## src/rtl/conv_job_sequencer.sv

```systemverilog
`default_nettype none
// ============================================================================
// Module   : conv_job_sequencer
// Purpose  : Walks the 3x3 binary convolution engine through a list of
//            kernels: per kernel it presents the weight/output addresses,
//            pulses eng_run, then waits for eng_busy to rise and fall.
//            A watchdog aborts a stuck kernel and raises a sticky seq_err.
// Options  : SEQ_PERF_CNT_EN adds the 32-bit seq_cycles busy-cycle counter.
// Revision : 1.0 - initial release
// ============================================================================
module conv_job_sequencer #(
    parameter int ADDR_W = 12,
    parameter int KCNT_W = 4,
    parameter int TMO_W  = 16
) (
    input  logic              clk,
    input  logic              reset_b,
    input  logic              seq_start,
    input  logic [KCNT_W-1:0] seq_kernel_cnt,
    input  logic [ADDR_W-1:0] seq_wbase,
    input  logic [ADDR_W-1:0] seq_obase,
    input  logic [ADDR_W-1:0] seq_ostride,
    output logic              seq_busy,
    output logic              seq_done,
    output logic              seq_err,
    output logic [KCNT_W-1:0] seq_kidx,
    output logic              eng_run,
    input  logic              eng_busy,
    output logic [ADDR_W-1:0] eng_waddr,
    output logic [ADDR_W-1:0] eng_obase
`ifdef SEQ_PERF_CNT_EN
    ,
    output logic [31:0]       seq_cycles
`endif
);

    // One-hot with an all-zero IDLE, so every register resets to zero and
    // each decoded output is a single flop bit.
    typedef enum logic [4:0] {
        ST_IDLE   = 5'b00000,
        ST_LAUNCH = 5'b00001,
        ST_ACK    = 5'b00010,
        ST_WAIT   = 5'b00100,
        ST_NEXT   = 5'b01000,
        ST_DONE   = 5'b10000
    } state_t;

    state_t              state_q,  state_d;
    logic [KCNT_W-1:0]   kcnt_q,   kcnt_d;
    logic [ADDR_W-1:0]   stride_q, stride_d;
    logic [KCNT_W-1:0]   kidx_q,   kidx_d;
    logic [ADDR_W-1:0]   waddr_q,  waddr_d;
    logic [ADDR_W-1:0]   obase_q,  obase_d;
    logic                err_q,    err_d;
    logic [TMO_W-1:0]    wd_q,     wd_d;

    logic                start_accept;
    logic [TMO_W-1:0]    wd_inc;
    logic                wd_expire;

    // A start is honoured only from IDLE and only while the engine is quiet.
    assign start_accept = (state_q == ST_IDLE) && seq_start && !eng_busy;

    // The watchdog fires on the cycle its count would reach all-ones, giving
    // 2**TMO_W-1 cycles in ACK or WAIT before the abort.
    assign wd_inc    = wd_q + 1'b1;
    assign wd_expire = (wd_inc == {TMO_W{1'b1}});

    // Next-state and datapath update for the job sequencer.
    always_comb begin
        state_d  = state_q;
        kcnt_d   = kcnt_q;
        stride_d = stride_q;
        kidx_d   = kidx_q;
        waddr_d  = waddr_q;
        obase_d  = obase_q;
        err_d    = err_q;
        wd_d     = wd_q;

        unique case (state_q)
            ST_IDLE: begin
                if (start_accept) begin
                    kcnt_d   = seq_kernel_cnt;
                    stride_d = seq_ostride;
                    err_d    = 1'b0;
                    kidx_d   = '0;
                    waddr_d  = seq_wbase;
                    obase_d  = seq_obase;
                    state_d  = (seq_kernel_cnt == '0) ? ST_DONE : ST_LAUNCH;
                end
            end
            ST_LAUNCH: begin
                wd_d    = '0;
                state_d = ST_ACK;
            end
            ST_ACK: begin
                if (eng_busy) begin
                    wd_d    = '0;
                    state_d = ST_WAIT;
                end else if (wd_expire) begin
                    err_d   = 1'b1;
                    state_d = ST_DONE;
                end else begin
                    wd_d    = wd_inc;
                end
            end
            ST_WAIT: begin
                if (!eng_busy) begin
                    state_d = ST_NEXT;
                end else if (wd_expire) begin
                    err_d   = 1'b1;
                    state_d = ST_DONE;
                end else begin
                    wd_d    = wd_inc;
                end
            end
            ST_NEXT: begin
                kidx_d  = kidx_q + 1'b1;
                waddr_d = waddr_q + 1'b1;
                obase_d = obase_q + stride_q;
                state_d = (kidx_d < kcnt_q) ? ST_LAUNCH : ST_DONE;
            end
            ST_DONE: begin
                state_d = ST_IDLE;
            end
            default: begin
                state_d = ST_IDLE;
            end
        endcase
    end

    // State and datapath registers.
    always_ff @(posedge clk or negedge reset_b) begin
        if (!reset_b) begin
            state_q  <= ST_IDLE;
            kcnt_q   <= '0;
            stride_q <= '0;
            kidx_q   <= '0;
            waddr_q  <= '0;
            obase_q  <= '0;
            err_q    <= 1'b0;
            wd_q     <= '0;
        end else begin
            state_q  <= state_d;
            kcnt_q   <= kcnt_d;
            stride_q <= stride_d;
            kidx_q   <= kidx_d;
            waddr_q  <= waddr_d;
            obase_q  <= obase_d;
            err_q    <= err_d;
            wd_q     <= wd_d;
        end
    end

    assign seq_busy  = |state_q;
    assign eng_run   = state_q[0];
    assign seq_done  = state_q[4];
    assign seq_err   = err_q;
    assign seq_kidx  = kidx_q;
    assign eng_waddr = waddr_q;
    assign eng_obase = obase_q;

`ifdef SEQ_PERF_CNT_EN
    logic [31:0] cyc_q, cyc_d;

    // Busy-cycle counter: cleared on an accepted start, saturating, held in IDLE.
    always_comb begin
        cyc_d = cyc_q;
        if (start_accept) begin
            cyc_d = '0;
        end else if (seq_busy && (cyc_q != 32'hFFFF_FFFF)) begin
            cyc_d = cyc_q + 32'd1;
        end
    end

    // Busy-cycle counter register.
    always_ff @(posedge clk or negedge reset_b) begin
        if (!reset_b) begin
            cyc_q <= '0;
        end else begin
            cyc_q <= cyc_d;
        end
    end

    assign seq_cycles = cyc_q;
`endif

endmodule
`default_nettype wire

```

## config.mk

```make
export PLATFORM = sky130hd
export DESIGN_NAME = conv_job_sequencer
export DESIGN_NICKNAME = d
export VERILOG_FILES = /design/src/rtl/conv_job_sequencer.sv
export SDC_FILE = /design/constraint.sdc
export NUM_CORES = 1
export LEC_CHECK = 0
export BUFFER_PORTS_ARGS = -buffer_cell sky130_fd_sc_hd__buf_4
export CORE_ASPECT_RATIO = 1.25
export CORE_MARGIN = 2
export CORE_UTILIZATION = 51
export CTS_CLUSTER_SIZE = 30
export DETAILED_ROUTE_END_ITERATION = 16
export HOLD_SLACK_MARGIN = 0.12
export PLACE_DENSITY = 0.88
export SLEW_MARGIN = 20
export SYNTH_ARGS = -nofsm -noshare
export SYNTH_HDL_FRONTEND = slang
export SYNTH_SLANG_ARGS = --single-unit
```

## constraint.sdc

```tcl
create_clock -name clk -period 2.15 [get_ports clk]
set_input_delay 0.1075 -clock clk [delete_from_list [all_inputs] [get_ports clk]]
set_output_delay 0.1075 -clock clk [all_outputs]
set_load 0.01 [all_outputs]
```

# Yosys cells after proc, flatten, opt, wreduce, memory -nomap -nowiden

Cells that the tools add are included.

Flip-flop bits (word level): 66
Latch bits: 0
Bits in writable memories: 0
Bits in read-only memories: 0
Input port bits: 44
Word-level logic and storage cells: 56
Memories kept: 0

Add/subtract/negate cells: 4
Multiply operators: 0
Div/mod/pow operators: 0
Magnitude comparators: 1
Eq/ne operators: 8
Shifts and indexed selects: 0
Mux-type cells: 22
Bitwise operators: 0
Reduce and logical (&&, ||, !) cells: 13

Operators with widths:

| cell                                                                  | number |
|---|---|
| 16-bit two-way mux                                                    | 3 |
| 12-bit one-hot mux with 2 select lines                                | 2 |
| 16-bit one-hot mux with 3 select lines                                | 1 |
| 5-bit two-way mux                                                     | 6 |
| 5-bit one-hot mux with 5 select lines                                 | 1 |
| 12-bit two-way mux                                                    | 2 |
| 16-bit by 1-bit adder with 16-bit output, second input constant       | 1 |
| 16-bit equality test, second input constant                           | 1 |
| 12-bit by 1-bit adder with 12-bit output, second input constant       | 1 |
| 12-bit adder                                                          | 1 |
| 4-bit one-hot mux with 2 select lines                                 | 1 |
| 2-bit inequality test, second input constant                          | 3 |
| 2-bit AND reduction                                                   | 3 |
| 3-bit nonzero test                                                    | 2 |
| 5-bit by 1-bit equality test with 1-bit output, second input constant | 1 |
| 5-bit by 2-bit equality test with 1-bit output, second input constant | 1 |
| 5-bit by 3-bit equality test with 1-bit output, second input constant | 1 |
| 5-bit by 4-bit equality test with 1-bit output, second input constant | 1 |
| 5-bit zero test                                                       | 1 |
| 5-bit OR reduction                                                    | 1 |
| 4-bit by 1-bit adder with 4-bit output, second input constant         | 1 |
| 4-bit zero test                                                       | 1 |
| 4-bit < comparator                                                    | 1 |
| 1-bit two-way mux                                                     | 4 |
| 6 further kinds                                                       | 7 |

# Longest topological paths before layout

Gate-level depths: netlist of the first run.

Depth in word-level cells: 5
Mapped depth: 11
Depth with buffers taken out: 10

# Least setup slack after synthesis of the first run

No wires, ideal clock.

Kind: flip-flop to flip-flop
Start point: register wd_q[1]
End point: register wd_q[3]
Setup time: 0.132 ns
Arrival: 2.202 ns
Required time: 2.018 ns
Path slack: -0.184 ns
Cell stages (with the launch flop): 10
Buffers on the path: 1
Period minus slack after synthesis: 2.334 ns
Cell sequence: dfrtp_1 > ha_1 > nand2b_1 > o32a_1 > o32a_1 > a2111oi_2 > buf_6 > nor4_1 > xnor2_1 > nor2_1

Longest elaborated chain between the ends: 5
Elaborated cells between the ends (all ways): 6
Classes of those cells: add/sub (1); eq/ne (1); mux (4)

RTL lines:

| what                                         | line     | text |
|---|---|---|
| start: declaration                           | 55       | `logic [TMO_W-1:0] wd_q, wd_d;` |
| start signal: assignment                     | 151      | `wd_q <= wd_d;` |
| 16-bit by 1-bit adder with 16-bit output *   | 66       | `assign wd_inc = wd_q + 1'b1;` |
| 16-bit equality test                         | 67       | `assign wd_expire = (wd_inc == {TMO_W{1'b1}});` |
| 16-bit two-way mux *                         | 100, 110 |  |
| 16-bit two-way mux, on equally long branches | 108, 97  |  |
| 16-bit one-hot mux with 3 select lines *     | 80       | `unique case (state_q)` |

Every way passes the cells marked *; elsewhere a longest branch is shown, timed or not. The select of a mux whose other input is x is not followed.
A chain may end at the register's enable or synchronous reset.

# Worst setup path in the final report of the first run

Start point: register obase_q[8] (netlist: eng_obase[8])
End point: register obase_q[11] (netlist: eng_obase[11])

Longest elaborated chain between the ends: 2

RTL lines:

| what                                   | line | text |
|---|---|---|
| start: declaration                     | 53   | `logic [ADDR_W-1:0] obase_q, obase_d;` |
| start signal: assignment               | 149  | `obase_q <= obase_d;` |
| 12-bit adder                           | 120  | `obase_d = obase_q + stride_q;` |
| 12-bit one-hot mux with 2 select lines | 80   |  |

No other way between the ends.

==> summary.md, run 1 <==
| Metric | Value |
|---|---|
| Worst-path clk slew | 80 ps |
| Worst VDD drop | 1.04 mV |
| Share of power burned in the clock network | 0.136 |
| Syn Nets | 528 |
| Initial core utilization | 0.521 |
| Flop pwr share | 0.283 |
| Slowest cell delay on critical path | 440 ps |
| Most frequent cells in the layout | 110 x buf_4, 71 x nand2_1, 61 x dfrtp_1 |
| Element type at the critical path start | register |
| Fmax | 424 MHz |
| Num CTS Buffers | 9 |
| YS warnings | 0 |
| Seq cells post-synth | 66 |
| Core footprint | 7700 um^2 |
| Min Tclk post-route | 2360 ps |
| Worst setup EP type | register |
| Vias per cell | 6.51 |
| Comb power frac | 0.581 |
| HPWL Detailed | 8110 um |
| Critical Path Fanout Max | 6 |
| Antenna diode count | 0 |
| PortBufs | 75 |
| Antenna-violating nets left | 0 |
| Setup Skew | 15.8 ps |
| Status | complete, but fails checks |
| Tot GR Track Use | 0.302 |
| Drt drc | 0 |
| TritonCTS Sinks | 66 |
| Most frequent CP cell | nor2_1 |
| Final core utilization | 0.743 |
| Post-Place Cell Area | 4880 um^2 |
| Fillers | 479 |
| Post-synth EDFFs | 0 |
| Final Hold Vio Count | 0 |
| Num rows | 36 |
| Tcrit/Tclk final | 1.10 |
| Placed insts | 645 |
| Least-Margin Pin Slew | 875 ps |
| Failing checks | negative setup slack |
| Top Ports | 76 |
| Total design power | 7.87 mW |
| Die Ht | 103 um |
| CTS root buf | clkbuf_8 |
| Via count | 4605 |
| Syn-to-layout area delta | 42.6% |
| CP cell instances | ha_2 -> a21oi_1 -> nor2_1 -> nor2_1 -> o21ai_0 -> a211oi_1 -> a31oi_1 -> o311a_1 |
| Max clock buf depth | 2 |
| Final nets | 670 |
| Switching share of power | 0.458 |
| Sequential area share after synthesis | 0.411 |
| Global route total overflow | 0 |
| Critical path type | reg2reg |
| Final Non-Filler Cells | 707 |
| First-pass GRT wire length | 20500 um |
| H-tree depth | 3 |
| CTS tree | yes |
| Max Cap Viol | 0 |
| DP Worst Slack | -73.7 ps |
| DRT iter0 DRCs | 500 |
| Switching power | 3.61 mW |
| Power per cell area | 1380 nW/um^2 |
| Required time of the critical path | 2370 ps |
| LEAKAGE | 2.63 nW |
| Worst EP arrival | 2580 ps |
| Crit-path slowest cell | dfrtp_1 |
| Die X | 83.4 um |
| Most common cell after layout, fill and taps aside | buf_4 |
| Prevailing post-synth register cell | dfrtp_1 |
| Netlist cell types | 58 |
| Max Slew Vio Count | 0 |
| Cells after Synth | 465 |
| GPL Wtd Cong | 0.911 |
| Layout Cell Area excl Fill | 5730 um^2 |
| Avg Cell Area, Syn | 8.63 um^2 |
| Max-slew headroom | 0.417 |
| Initial antenna violation count | 0 |
| Clock latency at the later pin of the worst-skew pair | 360 ps |
| Layout cell share with drive strength beyond 1 | 0.291 |
| Drt wl/cell | 21.2 um |
| Async SR Flop Fraction | 1.00 |
| Largest net degree at the start of global routing | 67 |
| # setup viols final | 16 |
| Pre-Repair DR Iteration Count | 6 |
| Worst hold path type | in2reg |
| Die footprint | 8600 um^2 |
| Final WS setup | -207 ps |
| Vias in the first global route | 4363 |
| Post-Route WL | 15000 um |
| Synth Cell Area | 4010 um^2 |
| Pint | 4.27 mW |
| RSZ-0062 raised after global routing | true |
[registers in the layout (all words and copies together) (netlist names)]
signal     flops
eng_obase     12
eng_waddr     12
kcnt_q         4
seq_err        1
seq_kidx       4
state_q        5
stride_q      12
wd_q          16
[worst paths after layout]
| path | start | end | slack (ps) | cells after the start |
|---|---|---|---|---|
| max | eng_obase[8] | eng_obase[11] | -210 | 8 |
| min | seq_obase[10] | eng_obase[10] | 180 | 4 |
| max in group asynchronous | reset_b | wd_q[4] | 1110 | 2 |
| min in group asynchronous | reset_b | wd_q[2] | 390 | 2 |
| max reg2reg | eng_obase[8] | eng_obase[11] | -210 | 8 |
| min reg2reg | eng_waddr[11] | eng_waddr[11] | 500 | 1 |
[through the flow]
stage          TNS, ps  hold WS (ps)
6_report          -909           183
5_1_grt          -2640           201
4_1_cts          -94.2           123
3_5_place_dp      -735           259
3_3_place_gp         0           258
2_1_floorplan        0          -188
[power groups by stage]
stage,sequential [mW],clock [mW],combinational (mW)
finish,2.23,1.07,4.57
global route,2.25,1.13,4.83
CTS,2.14,1.05,3.68
detailed placement,2.16,0,3.46
global placement,2.12,0,3.30
floorplan,2.12,0,2.16
[worst max-delay path, delay by kind of cell (launching register included)]
family | cells | cell delay, ps
compound gates | 5 | 1190
flops | 1 | 440
fa+ha+maj | 1 | 370
simple gates | 2 | 220
[cell families after synthesis]
logic type | count (synthesis) | synth area share
simple gates | 218 | 0.268
compound gates | 103 | 0.168
flops | 66 | 0.411
buf+inv | 34 | 0.0352
xor+xnor | 22 | 0.0480
fa+ha+maj | 19 | 0.0611
mux | 3 | 0.00779
[repair_timing]
action / 4_1_cts / 5_1_grt
gates resized for setup: 15 / 38
pin swaps: 3 / 13
endpoints found under the setup margin: 18 / 25
buffers inserted: 2 / 5
hold buffers: 39 / 0
endpoints found under the hold margin: 106 / 0
[metal layers]
layer / global-route usage / up-vias / part of all wire
met4: 0.165 / 0 / 0.064
met1: 0.323 / 2176 / 0.34
li1: - / 1943 / -
met2: 0.560 / 369 / 0.51
met3: 0.0675 / 117 / 0.092
met5: 0 / - / 0
[cell type report]
type | instances | area, um^2 | share of cell area
repair buffers | 152 | 1260 | 0.220
flip-flops and latches | 66 | 1660 | 0.290
clock buffers | 11 | 141 | 0.0247
inverters | 13 | 51.3 | 0.00896
well taps | 95 | 119 | 0.0208
multi-input cells | 365 | 2440 | 0.427
clock inverters | 5 | 53.8 | 0.00940
[cells in the mapped netlist, types with 2 or more instances]
cell type  number  area [um^2]
nor3_1          8         40.0
xor2_1          5         43.8
nand4b_1        3         26.3
xnor2_1        17          149
nor4_1         13         81.3
and4_1          2         17.5
ha_1           18          225
nand3b_1        2         15.0
a311oi_1        4         35.0
a22oi_1         3         22.5
inv_1          13         48.8
nand3_1        10         50.1
a211o_1         2         17.5
or3_1           3         18.8
a31oi_1         2         12.5
nor2_1         58          218
a21oi_1        17         85.1
o22ai_1         9         56.3
a221o_1         3         30.0
a211oi_1        8         60.1
nand2b_1        8         50.1
nor3b_1         5         37.5
dfrtp_1        66         1650
nor2b_1         9         56.3
nand4_1         5         31.3
o21ai_0        35          175
and3_1         13         81.3
a21o_1          5         37.5
mux2i_1         2         20.0
o32a_1          2         20.0
clkbuf_1       17         63.8
nand2_1        72          270
Note: power is estimated with default switching activity, not from simulation.
==> inputs of run 2 (changes only) <==
- RECOVER_POWER: default -> 25
==> summary.md, run 2 (synthesis gave the netlist of run 1 again) <==
| Metric | Value |
|---|---|
| Syn-to-layout area delta | 40.7% |
| Most frequent cells in the layout | 89 x buf_4, 71 x nand2_1, 61 x dfrtp_1 |
| Largest net degree at the start of global routing | 67 (unchanged) |
| Top Ports | 76 (unchanged) |
| H-tree depth | 3 (unchanged) |
| RSZ-0062 raised after global routing | true |
| Layout cell share with drive strength beyond 1 | 0.258 (-0.0327) |
| Vias in the first global route | 4363 (unchanged) |
| Most common cell after layout, fill and taps aside | buf_4 |
| Worst VDD drop | 1.00 mV (-3.9%) |
| Placed insts | 645 (unchanged) |
| Die Ht | 103 um (unchanged) |
| Hold_ws | 192 ps (+8.98 ps) |
| TritonCTS Sinks | 66 (unchanged) |
| Drt wl/cell | 21.1 um (-0.53%) |
| Antenna diode count | 0 (unchanged) |
| Failing checks | max-capacitance violations, max-slew violations, negative setup slack |
| Max Slew Vio Count | 67 (+67) |
| Final Hold Vio Count | 0 (unchanged) |
| DRT iter0 DRCs | 516 (+3.2%) |
| Vias per cell | 6.59 (+1.1%) |
| Critical path type | reg2reg |
| Worst EP arrival | 2600 ps (+20 ps) |
| Element type at the critical path start | register |
| Num rows | 36 (unchanged) |
| Biggest register | wd_q |
| Max reg flops | 16 (unchanged) |
| Core footprint | 7700 um^2 (unchanged) |
| Die X | 83.4 um (unchanged) |
| Max-slew headroom | -0.116 (-0.532) |
| Post-Place Cell Area | 4880 um^2 (unchanged) |
| GPL Wtd Cong | 0.911 (unchanged) |
| Initial antenna violation count | 0 (unchanged) |
| Final Non-Filler Cells | 707 (unchanged) |
| Layout Cell Area excl Fill | 5650 um^2 (-1.4%) |
| CTS tree | yes |
| Num CTS Buffers | 9 (unchanged) |
| Fillers | 505 (+5.4%) |
| Global route total overflow | 0 (unchanged) |
| Min Tclk post-route | 2380 ps (+27.0 ps) |
| Worst setup EP type | register |
| LEAKAGE | 2.56 nW (-2.9%) |
| Antenna-violating nets left | 0 (unchanged) |
| Clock latency at the later pin of the worst-skew pair | 350 ps (about the same) |
| Final nets | 670 (unchanged) |
| Pre-Repair DR Iteration Count | 5 (-1) |
| Setup Skew | 13.7 ps (-2.07 ps) |
| Tcrit/Tclk final | 1.11 (+0.0126) |
| # setup viols final | 17 (+1) |
| Initial core utilization | 0.521 (unchanged) |
| Final core utilization | 0.733 (-0.0101) |
| Worst-path clk slew | 80 ps (about the same) |
| Required time of the critical path | 2370 ps (about the same) |
| Tot GR Track Use | 0.302 (unchanged) |
| Post-Route WL | 14900 um (-0.53%) |
| Max clock buf depth | 2 (unchanged) |
| First-pass GRT wire length | 20500 um (unchanged) |
| CTS root buf | clkbuf_8 |
| Max Cap Viol | 1 (+1) |
| Via count | 4656 (+1.1%) |
| Die footprint | 8600 um^2 (unchanged) |
| Least-Margin Pin Slew | 1670 ps (+798 ps) |
| Status | complete, but fails checks |
| Total design power | 7.75 mW (-1.5%) |
| Final WS setup | -234 ps (-27.0 ps) |
| Critical Path Fanout Max | 6 (unchanged) |
| Fmax | 419 MHz (-1.1%) |
| Drt drc | 0 (unchanged) |
| Worst hold path type | in2reg |
| HPWL Detailed | 8110 um (unchanged) |
| PortBufs | 75 (unchanged) |
| Power per cell area | 1370 nW/um^2 (-0.17%) |
==> run 2: critical path, stage by stage, from the launching register on <==
cell	delay [ps]
dfrtp_1	440
ha_2	370
a21oi_1	240
nor2_1	70
nor2_1	160
o21ai_0	180
a211oi_1	370
a31oi_1	100
o311a_1	330
==> run 2: path summary, 6_finish.rpt <==
path | start | endpoint | slack (ps) | depth (start not counted)
max | eng_obase[8] | eng_obase[11] | -230 | 8
min | seq_obase[10] | eng_obase[10] | 190 | 4
max reg2reg | eng_obase[8] | eng_obase[11] | -230 | 8
min reg2reg | stride_q[9] | stride_q[9] | 500 | 2
max in group asynchronous | reset_b | eng_obase[2] | 300 | 2
min in group asynchronous | reset_b | wd_q[3] | 720 | 2
==> run 2: layout make-up <==
type,instances,area [um^2],area share
clock buffers,11,141,0.0250
clock inverters,5,53.8,0.00953
inverters,13,51.3,0.00908
multi-input cells,365,2440,0.433
flip-flops and latches,66,1660,0.294
well taps,95,119,0.0210
repair buffers,152,1180,0.209
==> run 2: power by group <==
part | switching, mW | internal [mW]
clock network | 0.510 | 0.564
logic | 2.54 | 1.92
registers | 0.554 | 1.67
==> run 2: repair_timing <==
item                                   in CTS  in global routing
gates resized for setup                    15                 38
hold buffers                               39                  0
setup endpoints to repair                  18                 25
pin swaps                                   3                 13
buffers inserted                            2                  5
endpoints found under the hold margin     106                  0
==> run 2: through the flow <==
stage / setup TNS (ps) / setup slack (ps)
final: -964 / -234
after global routing: -2690 / -197
after CTS: -94.2 / -27.1
after detailed placement: -735 / -73.7
after global placement: 0 / 4.36
after floorplan: 0 / 22.9
==> run 2: routing by layer <==
| metal | global-route usage | wire (um) | vias to the layer above |
|---|---|---|---|
| met5 | 0 | 0 | - |
| met4 | 0.165 | 1020 | 0 |
| met3 | 0.0675 | 1340 | 127 |
| met2 | 0.560 | 7560 | 389 |
| met1 | 0.323 | 5000 | 2189 |
| li1 | - | - | 1951 |
